[src/rtl/fetch_sequencer.sv]
// Purpose : instruction-fetch sequencer; four byte reads per word, little-endian assembly, decode handshake.
// Latency : word presented 4 cycles after entering FETCH with zero-wait memory; +1 cycle per mem_ready wait.
// Backpressure: HOLD keeps instr/instr_pc stable until instr_ready; no new reads are issued meanwhile.
//
// Ports:
//   clk, reset                 clock and synchronous active-high reset
//   run                        1 = fetch continuously, 0 = stop after the current word is handed off
//   mem_rd_en/mem_addr         byte-read request toward instruction memory (held until mem_ready)
//   mem_rdata/mem_ready        byte return; data valid in the cycle mem_ready=1
//   instr/instr_pc/instr_valid assembled word, its PC, and valid toward decode
//   instr_ready                decode accepts the word this cycle
//   redirect_valid/redirect_pc branch/jump restart; low two PC bits are dropped
//   busy                       high whenever the sequencer is not idle
module fetch_sequencer #(
  parameter int                    ADDR_WIDTH = 32,
  parameter logic [ADDR_WIDTH-1:0] RESET_PC   = '0
) (
  input  logic                  clk,
  input  logic                  reset,
  input  logic                  run,
  output logic                  mem_rd_en,
  output logic [ADDR_WIDTH-1:0] mem_addr,
  input  logic [7:0]            mem_rdata,
  input  logic                  mem_ready,
  output logic [31:0]           instr,
  output logic [ADDR_WIDTH-1:0] instr_pc,
  output logic                  instr_valid,
  input  logic                  instr_ready,
  input  logic                  redirect_valid,
  input  logic [ADDR_WIDTH-1:0] redirect_pc,
  output logic                  busy
);

  typedef enum logic [1:0] {
    IDLE  = 2'd0,
    FETCH = 2'd1,
    HOLD  = 2'd2
  } state_t;

  state_t                state, state_nxt;
  logic [ADDR_WIDTH-1:0] pc, pc_nxt;
  logic [1:0]            byte_cnt, byte_cnt_nxt;
  logic [31:0]           instr_q, instr_nxt;
  logic [ADDR_WIDTH-1:0] instr_pc_q, instr_pc_nxt;

  // State and datapath registers.
  always_ff @(posedge clk) begin
    if (reset) begin
      state      <= IDLE;
      pc         <= RESET_PC;
      byte_cnt   <= 2'd0;
      instr_q    <= 32'd0;
      instr_pc_q <= '0;
    end else begin
      state      <= state_nxt;
      pc         <= pc_nxt;
      byte_cnt   <= byte_cnt_nxt;
      instr_q    <= instr_nxt;
      instr_pc_q <= instr_pc_nxt;
    end
  end

  // Next-state logic. Redirect pre-empts every state; any byte returning in
  // the same cycle is dropped because the partial word belongs to the old path.
  always_comb begin
    state_nxt    = state;
    pc_nxt       = pc;
    byte_cnt_nxt = byte_cnt;
    instr_nxt    = instr_q;
    instr_pc_nxt = instr_pc_q;

    if (redirect_valid) begin
      // Masking (rather than slicing) keeps the target word-aligned.
      pc_nxt       = redirect_pc & ~ADDR_WIDTH'(3);
      byte_cnt_nxt = 2'd0;
      state_nxt    = run ? FETCH : IDLE;
    end else begin
      case (state)
        IDLE: begin
          if (run) begin
            state_nxt    = FETCH;
            byte_cnt_nxt = 2'd0;
          end
        end

        FETCH: begin
          if (mem_ready) begin
            instr_nxt[8*byte_cnt +: 8] = mem_rdata;
            // 2-bit counter rolls 3 -> 0 on the last byte by itself.
            byte_cnt_nxt = byte_cnt + 2'd1;
            if (byte_cnt == 2'd3) begin
              instr_pc_nxt = pc;
              pc_nxt       = pc + ADDR_WIDTH'(4);
              state_nxt    = HOLD;
            end
          end
        end

        HOLD: begin
          if (instr_ready) begin
            state_nxt = run ? FETCH : IDLE;
          end
        end

        default: begin
          state_nxt    = IDLE;
          byte_cnt_nxt = 2'd0;
        end
      endcase
    end
  end

  // Outputs are pure decodes of registered state, so the request address only
  // moves when byte_cnt or pc moves (byte completion, redirect, reset).
  always_comb begin
    mem_rd_en   = (state == FETCH);
    // pc is word-aligned, so adding byte_cnt never carries past bit 1.
    mem_addr    = (state == FETCH) ? (pc | ADDR_WIDTH'(byte_cnt)) : '0;
    instr_valid = (state == HOLD);
    busy        = (state != IDLE);
    instr       = instr_q;
    instr_pc    = instr_pc_q;
  end

endmodule

[config.mk]
export PLATFORM = sky130hd
export DESIGN_NAME = fetch_sequencer
export DESIGN_NICKNAME = d
export VERILOG_FILES = /design/src/rtl/fetch_sequencer.sv
export SDC_FILE = /design/constraint.sdc
export NUM_CORES = 1
export LEC_CHECK = 0
export ABC_AREA = 1
export BUFFER_PORTS_ARGS = -buffer_cell sky130_fd_sc_hd__buf_2
export CAP_MARGIN = 40
export CORE_MARGIN = 2
export CORE_UTILIZATION = 50
export DETAILED_ROUTE_END_ITERATION = 6
export PLACE_DENSITY_LB_ADDON = 0.12
export SLEW_MARGIN = 10
export SYNTH_ARGS = -nofsm -noshare
export SYNTH_HDL_FRONTEND = slang
export SYNTH_SLANG_ARGS = --single-unit
[constraint.sdc]
create_clock -name clk -period 6 [get_ports clk]
set_input_delay 0.6 -clock clk [delete_from_list [all_inputs] [get_ports clk]]
set_output_delay 0.6 -clock clk [all_outputs]
set_load 0.01 [all_outputs]
==> results by group <==
Global route
  • Aggregate global-route resource usage: a little over a quarter
  • First-pass GRT wire length: 21.67 mm
  • Pin count of the biggest net entering global routing: 66
  • Antenna violations before repair: 0
  • Grt total ovfl: 0
  • Vias in the first global route: 4506

Layout
  • Most common cell after layout, fill and taps aside: nand2_1
  • Layout Nets: 894
  • Fillers: 979
  • Most frequent cells in the layout: nand2_1, buf_2, dfxtp_1, nor2_1, inv_1
  • Syn-to-layout area delta: 18.77%
  • Multi-input logic area: 0.002439 mm2
  • Non-Filler Instances: 978
  • Antenna cells: 0
  • Layout cells sized above 1: 20.00%
  • Sequential cell area: between 0.0015 and 0.002 mm2

Logic synthesis
  • Synth area leaders: dfxtp_1, nand2_1, nor2_1
  • Cell Area, Synth: 0.004886 mm2
  • Yosys reg bits: 96
  • Cells after Synth: 725
  • Syn_area_per_cell: 6.739 um2
  • YS warnings: 0
  • Unique masters post-synth: 35
  • Top cell type's share of synthesized area: approximately 39%
  • Post-synthesis sequential area ratio: 39.33%
  • Yosys top cell by area: dfxtp_1

Detailed routing
  • Via density per instance: 5.236
  • Total wire length: ~14 mm
  • DRC viols: 0
  • Met2 wire len: 6.723 mm
  • Vias: 5121
  • Max layer used: met4
  • DRT iter0 DRCs: roughly 260
  • Antenna violation net count after detailed routing: 0
  • WL/cell: 14.31 um
  • DRT met1 WL: 6.283 mm
  • First drt pass iteration count: 5
  • DR WL met3: 767 um

Floorplanning
  • Core area: 0.009639 mm2
  • Starting Density: between 50% and 60%
  • Num rows: 36
  • Die Area: between 0.01 and 0.015 mm2
  • Height of the die: 102.9 um
  • IO Pins: roughly 150
  • Die width: 102.9 um

Timing
  • Final-report hold violation count: 0
  • Total negative setup slack: 0 ns
  • Tmin final: 2.790 ns
  • RSZ-0062 raised after global routing: no
  • Slew Limit Fails: 0
  • Final Skew: 0.009668 ns
  • Slew @ Worst Pin: approximately 0.79 ns
  • Worst relative slew slack: 47.40%
  • Fmax: 358.5 MHz
  • Period utilization: roughly 46%
  • Final setup violation count: 0

Clock tree
  • Postcts setup bufs: 0
  • Worst-Skew Late Latency: 0.38 ns
  • Post-cts sizing count: 0
  • CTS tree: built
  • H-tree levels: 3
  • Num Clock Sinks: 96
  • Worst-path clk slew: 0.09 ns
  • CTS Buf Count: 9
  • Clock root buffer: clkbuf_8
  • Clk buf depth: 2
  • CTS Hold Bufs: 0

Worst hold path
  • Number of cells on the worst hold path: 2
  • Min-Delay Endpoint: instr[24]
  • Min-delay src: instr[24]
  • Hold Crit Class: flip-flop to flip-flop

Place
  • Hpwl dp: approximately 10 mm
  • Buffers on Ports: between 100 and 150
  • Placer congestion estimate: 0.9553
  • DP Cell Count: between 900 and 1000

Worst setup path
  • Critical path launch point type: flip-flop
  • WP data required: 6.30 ns
  • CP max FO: 22
  • Crit Reg-Reg Endpoint: instr[14]
  • CP Capture Type: flip-flop
  • CP arrival: 3.09 ns
  • R2r setup slk: 3.21 ns
  • FF-to-FF path depth: 7
  • WS Path Type: flip-flop to flip-flop
  • Reg2Reg Launch Point: byte_cnt[0]

Power
  • Leakage dissipation: 2.622 nW
  • Power per cell area: 211.5 mW/mm2
  • Maximum VDD drop: approximately 0.00011 V

Run
  • Max-cap viol count: 0

Status
  • Status: finished clean
==> flip-flops by register name (all words and copies together) (netlist names) <==
signal and flops:
instr 32, byte_cnt 2, pc 30, instr_pc 30, state 2
==> cells in the mapped netlist <==
| library cell | n |
|---|---|
| nand3_2 | 1 |
| clkbuf_1 | 20 |
| a22oi_1 | 2 |
| and3_1 | 1 |
| inv_1 | 86 |
| buf_4 | 7 |
| nand2_1 | 146 |
| nand2_2 | 1 |
| nor2_4 | 2 |
| o211a_1 | 1 |
| nor2_2 | 2 |
| nand3b_1 | 4 |
| or3_1 | 6 |
| nand4_1 | 6 |
| a21boi_0 | 1 |
| buf_2 | 9 |
| or2_2 | 1 |
| o211ai_1 | 6 |
| nor2_1 | 91 |
| o21ai_0 | 38 |
| buf_6 | 1 |
| nand2_4 | 1 |
| a31oi_1 | 16 |
| ha_1 | 7 |
| inv_2 | 3 |
| conb_1 | 1 |
| nor3_1 | 30 |
| xor2_1 | 7 |
| buf_1 | 2 |
| o221ai_1 | 1 |
| clkinv_1 | 1 |
| dfxtp_1 | 96 |
| a211oi_1 | 18 |
| nand3_1 | 51 |
| a21oi_1 | 59 |
==> cell families after synthesis <==
kind of cell	count (synthesis)	share of synthesized area [%]
flops	96	39.33
simple gates	343	30.19
compound gates	142	16.52
xor+xnor	7	1.255
other cells	1	0.07675
buf+inv	129	10.83
fa+ha+maj	7	1.792
==> report_power, final <==
group          total [mW]  leakage [nW]  switching, mW  internal [mW]
Combinational       0.126          1.75         0.0831         0.0425
Clock               0.434        0.0904          0.233          0.201
Sequential          0.668         0.779         0.0170          0.651
Total                1.23          2.62          0.333          0.894
==> area by class of cell <==
cell class | count | area share (%)
clock buffers | 10 | 2.372
clock inverters | 5 | 0.9918
inverters | 90 | 5.821
multi-input cells | 501 | 42.02
flip-flops and latches | 96 | 33.12
well taps | 133 | 2.868
repair buffers | 143 | 12.81
==> worst max-delay path, cell delays in order, from the launching register on <==
cell and delay, ns:
dfxtp_1 0.81, inv_1 0.26, ha_1 0.37, inv_1 0.13
nor2_1 0.35, inv_1 0.26, or3_1 0.40, a21oi_1 0.13
==> worst max-delay path by stage <==
stage	end	startpoint	cells past startpoint	slack, ns
global placement	pc[19]	redirect_valid	8	2.70
finish	instr[14]	byte_cnt[0]	7	3.21
floorplan	instr[14]	byte_cnt[0]	9	3.83
detailed placement	instr_pc[8]	redirect_valid	7	3.03
global route	instr[17]	byte_cnt[0]	8	3.06
CTS	instr[14]	byte_cnt[0]	7	3.25
==> layer usage <==
metal,up-vias,global-route usage (%)
met5,-,0
met1,2352,33.96
met2,153,44.80
met3,21,3.661
li1,2595,-
met4,0,9.717
==> stage by stage <==
step / instance area, um2 / hold slack, ns / power (mW) / utilization (%) / setup WS, ns
2_1_floorplan: 4890 / 0.4697 / 0.7595 / - / 3.826
3_3_place_gp: 5573 / 0.4369 / 0.8033 / 57.81 / 2.700
3_5_place_dp: 5608 / 0.4419 / 0.8073 / 58.18 / 3.032
4_1_cts: 5803 / 0.4570 / 1.233 / 60.20 / 3.248
5_1_grt: 5803 / 0.4844 / 1.277 / 60.20 / 3.063
6_report: 5803 / 0.4547 / 1.227 / 60.20 / 3.210
No activity file was read; power rests on OpenSTA's default activity.
